### src/rtl/iopad_seq.sv
// -----------------------------------------------------------------------------
// iopad_seq
// Half-duplex single-wire sequencer sitting upstream of an iopad cell.
// A request shifts out a DW-bit word MSB first. A write then ends the
// transaction. A read releases the pad for TURN_CYC cycles, shifts in a DW-bit
// reply MSB first, and presents it with a one-cycle rsp_valid pulse.
//
// Ports
//   clk           in   rising-edge system clock
//   rst_n         in   asynchronous active-low reset
//   i_req_valid   in   request present
//   o_req_ready   out  request can be accepted (state is IDLE)
//   i_req_data    in   [DW-1:0] word to transmit, MSB first
//   i_req_rd      in   1 = read (TX then RX), 0 = write (TX only)
//   o_rsp_valid   out  one-cycle pulse, o_rsp_data valid
//   o_rsp_data    out  [DW-1:0] last completed RX word, held until next read
//   o_busy        out  high in every state except IDLE
//   o_pad_dout    out  to iopad dout
//   o_pad_dout_en out  to iopad dout_en (1 = this block drives the pad)
//   i_pad_din     in   from iopad din, assumed synchronous to clk
// -----------------------------------------------------------------------------
module iopad_seq #(
   parameter int DW       = 8,
   parameter int TURN_CYC = 1
) (
   input  logic          clk,
   input  logic          rst_n,
   input  logic          i_req_valid,
   output logic          o_req_ready,
   input  logic [DW-1:0] i_req_data,
   input  logic          i_req_rd,
   output logic          o_rsp_valid,
   output logic [DW-1:0] o_rsp_data,
   output logic          o_busy,
   output logic          o_pad_dout,
   output logic          o_pad_dout_en,
   input  logic          i_pad_din
);

   localparam int MAXC = (DW > TURN_CYC) ? DW : TURN_CYC;
   localparam int CW   = $clog2(MAXC) + 1;

   typedef enum logic [2:0] {
      ST_IDLE = 3'd0,
      ST_TX   = 3'd1,
      ST_TURN = 3'd2,
      ST_RX   = 3'd3,
      ST_DONE = 3'd4
   } state_t;

   state_t          r_state;
   state_t          w_state_nxt;
   // The bit currently on the pad lives in r_pad_dout, so the shift register
   // holds only the bits still waiting to go out (MSB = next bit).
   logic [DW-1:0]   r_shift;
   logic [DW-1:0]   w_shift_nxt;
   logic [CW-1:0]   r_cnt;
   logic [CW-1:0]   w_cnt_nxt;
   logic            r_rd;
   logic            w_rd_nxt;
   // The final sample goes straight into the response word, so only DW-1
   // bits of partial reply are ever stored.
   logic [DW-2:0]   r_rx;
   logic [DW-2:0]   w_rx_nxt;
   logic [DW-1:0]   w_rx_word;
   logic            r_pad_dout;
   logic            w_pad_dout_nxt;
   logic            r_pad_dout_en;
   logic            w_pad_dout_en_nxt;
   logic            r_rsp_valid;
   logic            w_rsp_valid_nxt;
   logic [DW-1:0]   r_rsp_data;
   logic [DW-1:0]   w_rsp_data_nxt;

   assign w_rx_word = {r_rx, i_pad_din};

   // Next-state and next-output decode; pad outputs default to released.
   always_comb begin
      w_state_nxt       = r_state;
      w_shift_nxt       = r_shift;
      w_cnt_nxt         = r_cnt;
      w_rd_nxt          = r_rd;
      w_rx_nxt          = r_rx;
      w_pad_dout_nxt    = 1'b0;
      w_pad_dout_en_nxt = 1'b0;
      w_rsp_valid_nxt   = 1'b0;
      w_rsp_data_nxt    = r_rsp_data;
      case (r_state)
         ST_IDLE: begin
            if (i_req_valid) begin
               w_state_nxt       = ST_TX;
               w_pad_dout_en_nxt = 1'b1;
               {w_pad_dout_nxt, w_shift_nxt} = {i_req_data, 1'b0};
               w_cnt_nxt         = CW'(DW - 1);
               w_rd_nxt          = i_req_rd;
            end else begin
               w_state_nxt = ST_IDLE;
            end
         end
         ST_TX: begin
            if (r_cnt == {CW{1'b0}}) begin
               // Last bit ends here; pad is released at this edge.
               if (r_rd) begin
                  w_state_nxt = ST_TURN;
                  w_cnt_nxt   = CW'(TURN_CYC - 1);
               end else begin
                  w_state_nxt = ST_IDLE;
               end
            end else begin
               w_pad_dout_en_nxt = 1'b1;
               {w_pad_dout_nxt, w_shift_nxt} = {r_shift, 1'b0};
               w_cnt_nxt         = r_cnt - CW'(1);
            end
         end
         ST_TURN: begin
            if (r_cnt == {CW{1'b0}}) begin
               w_state_nxt = ST_RX;
               w_cnt_nxt   = CW'(DW - 1);
            end else begin
               w_cnt_nxt = r_cnt - CW'(1);
            end
         end
         ST_RX: begin
            w_rx_nxt = w_rx_word[DW-2:0];
            if (r_cnt == {CW{1'b0}}) begin
               w_state_nxt     = ST_DONE;
               w_rsp_valid_nxt = 1'b1;
               w_rsp_data_nxt  = w_rx_word;
            end else begin
               w_cnt_nxt = r_cnt - CW'(1);
            end
         end
         ST_DONE: begin
            w_state_nxt = ST_IDLE;
         end
         default: begin
            w_state_nxt = ST_IDLE;
         end
      endcase
   end

   // State and datapath registers; reset releases the pad without a clock.
   always_ff @(posedge clk or negedge rst_n) begin
      if (!rst_n) begin
         r_state       <= ST_IDLE;
         r_shift       <= {DW{1'b0}};
         r_cnt         <= {CW{1'b0}};
         r_rd          <= 1'b0;
         r_rx          <= {(DW-1){1'b0}};
         r_pad_dout    <= 1'b0;
         r_pad_dout_en <= 1'b0;
         r_rsp_valid   <= 1'b0;
         r_rsp_data    <= {DW{1'b0}};
      end else begin
         r_state       <= w_state_nxt;
         r_shift       <= w_shift_nxt;
         r_cnt         <= w_cnt_nxt;
         r_rd          <= w_rd_nxt;
         r_rx          <= w_rx_nxt;
         r_pad_dout    <= w_pad_dout_nxt;
         r_pad_dout_en <= w_pad_dout_en_nxt;
         r_rsp_valid   <= w_rsp_valid_nxt;
         r_rsp_data    <= w_rsp_data_nxt;
      end
   end

   assign o_req_ready   = (r_state == ST_IDLE);
   assign o_busy        = (r_state != ST_IDLE);
   assign o_pad_dout    = r_pad_dout;
   assign o_pad_dout_en = r_pad_dout_en;
   assign o_rsp_valid   = r_rsp_valid;
   assign o_rsp_data    = r_rsp_data;

endmodule

### config.mk
export PLATFORM = sky130hd
export DESIGN_NAME = iopad_seq
export DESIGN_NICKNAME = d
export VERILOG_FILES = /design/src/rtl/iopad_seq.sv
export SDC_FILE = /design/constraint.sdc
export NUM_CORES = 1
export LEC_CHECK = 0
export ABC_CLOCK_PERIOD_IN_PS = 2350
export CORE_ASPECT_RATIO = 1.2
export CORE_UTILIZATION = 30
export DETAILED_ROUTE_END_ITERATION = 10
export GPL_ROUTABILITY_DRIVEN = 0
export HOLD_SLACK_MARGIN = 0.03
export PLACE_DENSITY = 0.57
export SLEW_MARGIN = 40
export SYNTH_ARGS = -nofsm -noshare
export SYNTH_HDL_FRONTEND = slang
export SYNTH_SLANG_ARGS = --single-unit
export TNS_END_PERCENT = 30
### constraint.sdc
create_clock -name clk -period 2.35 [get_ports clk]
set_clock_uncertainty 0.2 [all_clocks]
set_input_delay 0.235 -clock clk [delete_from_list [all_inputs] [get_ports clk]]
set_output_delay 0.235 -clock clk [all_outputs]
set_load 0.005 [all_outputs]
==> impl_metrics.py <==
metrics = {
    "pwr": {
        "swShare_pct": 33.11,
        "peakVddDrop_mv": 0.6113,
        "p_seq_share_pct": 40.8,
        "power_density_nw_per_um2": 1337,
        "combPwrFrac_pct": 37.1,
        "cellLeakagePower_uw": 0.0008478,
        "p_int_uw": 1669,
        "pwr-share-clk_pct": 22.1,
        "p_sw_uw": 825.8,
    },
    "logic_synthesis": {
        "synth-xor-area-share_pct": 0,
        "syn_area_sq_um": 1459,
        "synth_top_family_by_area": "multiplexers",
        "seq_area_frac_synth_pct": 56.60,
        "synth_nets": 135,
        "synth_compound_area_share_pct": 11.75,
        "synth-warning-count": 0,
        "synth_edf_count": 0,
        "ys_ff_latch": 33,
        "synth_area_per_cell_sq_um": 12.06,
        "async_reset_ff_share_pct": 100.0,
        "syn_inst": 121,
        "synthSimpleGateAreaFrac_pct": 12.26,
        "ys.flop_type": "dfrtp_1",
        "synthAdderAreaFrac_pct": 0.8576,
        "synthMuxAreaShare_pct": 12.35,
        "ys_types": 34,
    },
    "setup_path": {
        "worst-setup-path-type": "register to register",
        "endpoint_kind": "register",
        "crit_arrival_ns": 2.17,
        "worst-endpoint-required_ns": 2.32,
        "slowest_stage": "or3b_1",
        "crit_fanout": 8,
        "cp_cell_sequence": "inv_1 -> ha_1 -> or3b_1 -> nand3_2 -> and2_2 -> a32o_1",
        "slowest_delay_ns": 0.42,
        "setup.worst_path.start_class": "register",
    },
    "routing": {
        "drt_iter0_markers": 21,
        "antenna_left": 0,
        "drtPass1Iterations": 4,
        "drc_errors": 0,
        "routedWlPerCell_microns": 13.62,
        "route.final.wire_length_microns": 2847,
        "via_per_inst": 4.952,
        "vias": 1035,
    },
    "timing": {
        "setup_viol": 0,
        "min_period_over_period_pct": 93.59,
        "maxSlewViolCount": 0,
        "rsz0062_at_grt": "no",
        "hold_viol": 0,
        "period_minus_slack_ns": 2.199,
        "relSlewSlack_pct": 70.82,
        "fmax_mhz": 454.7,
        "worstMarginPinSlew_ns": 0.4377,
        "setup_slack_ns": 0.1507,
        "setup_tns_ns": 0,
    },
    "layout": {
        "fin_nets": 164,
        "drive_above_1_share_pct": 15.89,
        "n_antenna_cell": 0,
        "fin_area_sq_um": 1866,
        "multi_input_area_sq_um": 544.3,
        "areaGrowthSynthToFinish_pct": 27.87,
        "fill_cells": 437,
        "final_util_pct": 40.31,
        "seqCellArea_sq_um": 825.8,
        "fin_cells": 209,
    },
    "die": {
        "dieArea_sq_um": 5147,
        "die_y_microns": 78.39,
        "die_w_microns": 65.66,
        "rows": 27,
        "core-area_sq_um": 4628,
        "initial_utilization_pct": 31.52,
        "ios": 26,
    },
    "global_route": {
        "grt_remaining_overflow": 0,
        "gr-usage-all-layers_pct": 12.54,
        "grt_pass1_vias": 1136,
        "grt_max_degree": 34,
        "antenna_found_initial": 0,
        "grt_pass1_wl_microns": 4947,
    },
    "clock_network": {
        "h-tree-depth": 2,
        "cts_tree": "done",
        "clock_path_buffers": 2,
        "clk_latency_ns": 0.28,
        "clk_pin_slew_worst_paths_ns": 0.07,
        "cts.sinks": 33,
        "cts_made_buffers": 5,
        "cts-root-buf": "clkbuf_8",
    },
    "hold_path": {
        "hp-class": "input port to async pin",
    },
    "placement": {
        "placed_cells": 201,
        "place_area_sq_um": 1748,
        "hpwl_microns": 1925,
        "port_buffers": 25,
        "place_ws_ns": 0.1243,
    },
    "status": {
        "status": "complete, no violations",
    },
    "flow_run": {
        "max_cap_violations": 0,
    },
}
[layout make-up]
cell class                      count  share of cell area, %
Clock buffer                        7                  4.628
Clock inverter                      1                  1.610
Inverter                           11                  2.213
Multi-Input combinational cell     72                  29.18
Sequential cell                    33                  44.27
Tap cell                           58                  3.890
Timing Repair Buffer               27                  14.22
[timing repair]
action | 4_1_cts | 5_1_grt
buffers inserted | 0 | 0
resized for setup | 0 | 1
endpoints found under the setup margin | 0 | 6
hold buffers | 0 | 0
[cell families (layout without fill, tap and decap cells)]
family / Yosys count / count (layout)
AO/OA/AOI/OAI: 27 / 27
multiplexers: 16 / 16
adder cells (fa/ha/maj): 1 / 1
AND/OR/NAND/NOR: 28 / 28
flip-flops: 33 / 33
buffers and inverters: 16 / 46
[per-stage QoR]
stage	power, uW	hold slack [ns]
2_1_floorplan	1634	-0.2606
4_1_cts	2518	0.1791
3_5_place_dp	1948	0.2777
3_3_place_gp	1900	0.2711
6_report	2494	0.1630
5_1_grt	2682	0.2151
[layout by cell type, fill, tap and decap left out, types with 2 or more instances in the layout]
cell / count
dfrtp_1: 33
clkdlybuf4s50_1: 25
inv_1: 10
mux2_1: 9
a21oi_1: 8
nor2_1: 7
mux2_2: 7
o22ai_1: 6
clkbuf_8: 6
nand2_1: 5
o21ai_1: 4
nor3_1: 3
nor3b_1: 2
a311o_1: 2
buf_4: 2
[cell usage after synthesis, drive strengths merged, types with 2 or more instances]
cell type	number	area [sq um]
inv	11	41.29
nand2	6	25.03
nor3b	2	15.01
buf	5	48.79
o21ai	5	25.02
nor3	4	25.02
nor2	8	46.30
a311o	2	20.02
dfrtp	33	825.8
a21oi	8	40.04
mux2	16	180.2
o22ai	6	37.54
nand3	2	15.01
[path summary, 6_finish.rpt]
check	startpoint	end	slack (ns)	cells after the start
worst min register to register	o_rsp_data[0]	o_rsp_data[0]	0.29	1
max in group asynchronous	rst_n	o_pad_dout_en	1.49	2
worst max-delay path	r_cnt[0]	r_shift[1]	0.15	6
min in group clk	o_rsp_data[0]	o_rsp_data[0]	0.29	1
worst max register to register	r_cnt[0]	r_shift[1]	0.15	6
worst min-delay path	rst_n	r_rx[1]	0.16	2
[flip-flops by register name, summed over array words and instances, names as in the netlist]
| signal | count |
|---|---|
| o_pad_dout | 1 |
| o_pad_dout_en | 1 |
| o_rsp_data | 8 |
| o_rsp_valid | 1 |
| r_cnt | 4 |
| r_rd | 1 |
| r_rx | 7 |
| r_shift | 7 |
| r_state | 3 |
[power by group through the flow]
stage               Combinational, uW  Sequential (uW)  Clock [uW]
detailed placement                923             1030           0
global route                     1040             1050         588
finish                            925             1020         552
CTS                               936             1020         566
global placement                  887             1010           0
floorplan                         676              958           0
[routing by layer]
layer | GRT usage (%) | routed length [microns] | vias up
li1 | - | - | 482
met1 | 14.76 | 1307 | 512
met2 | 20.41 | 1345 | 34
met3 | 3.198 | 140 | 7
met4 | 6.957 | 54 | 0
met5 | 0 | 0 | -
[worst max-delay path, delay by kind of cell (launching register included)]
family          cells  cell delay [ns]
flops               1             0.39
fa+ha+maj           1             0.23
buf+inv             1             0.07
simple gates        3             0.97
compound gates      1             0.22
(Power assumes the default switching activity.)
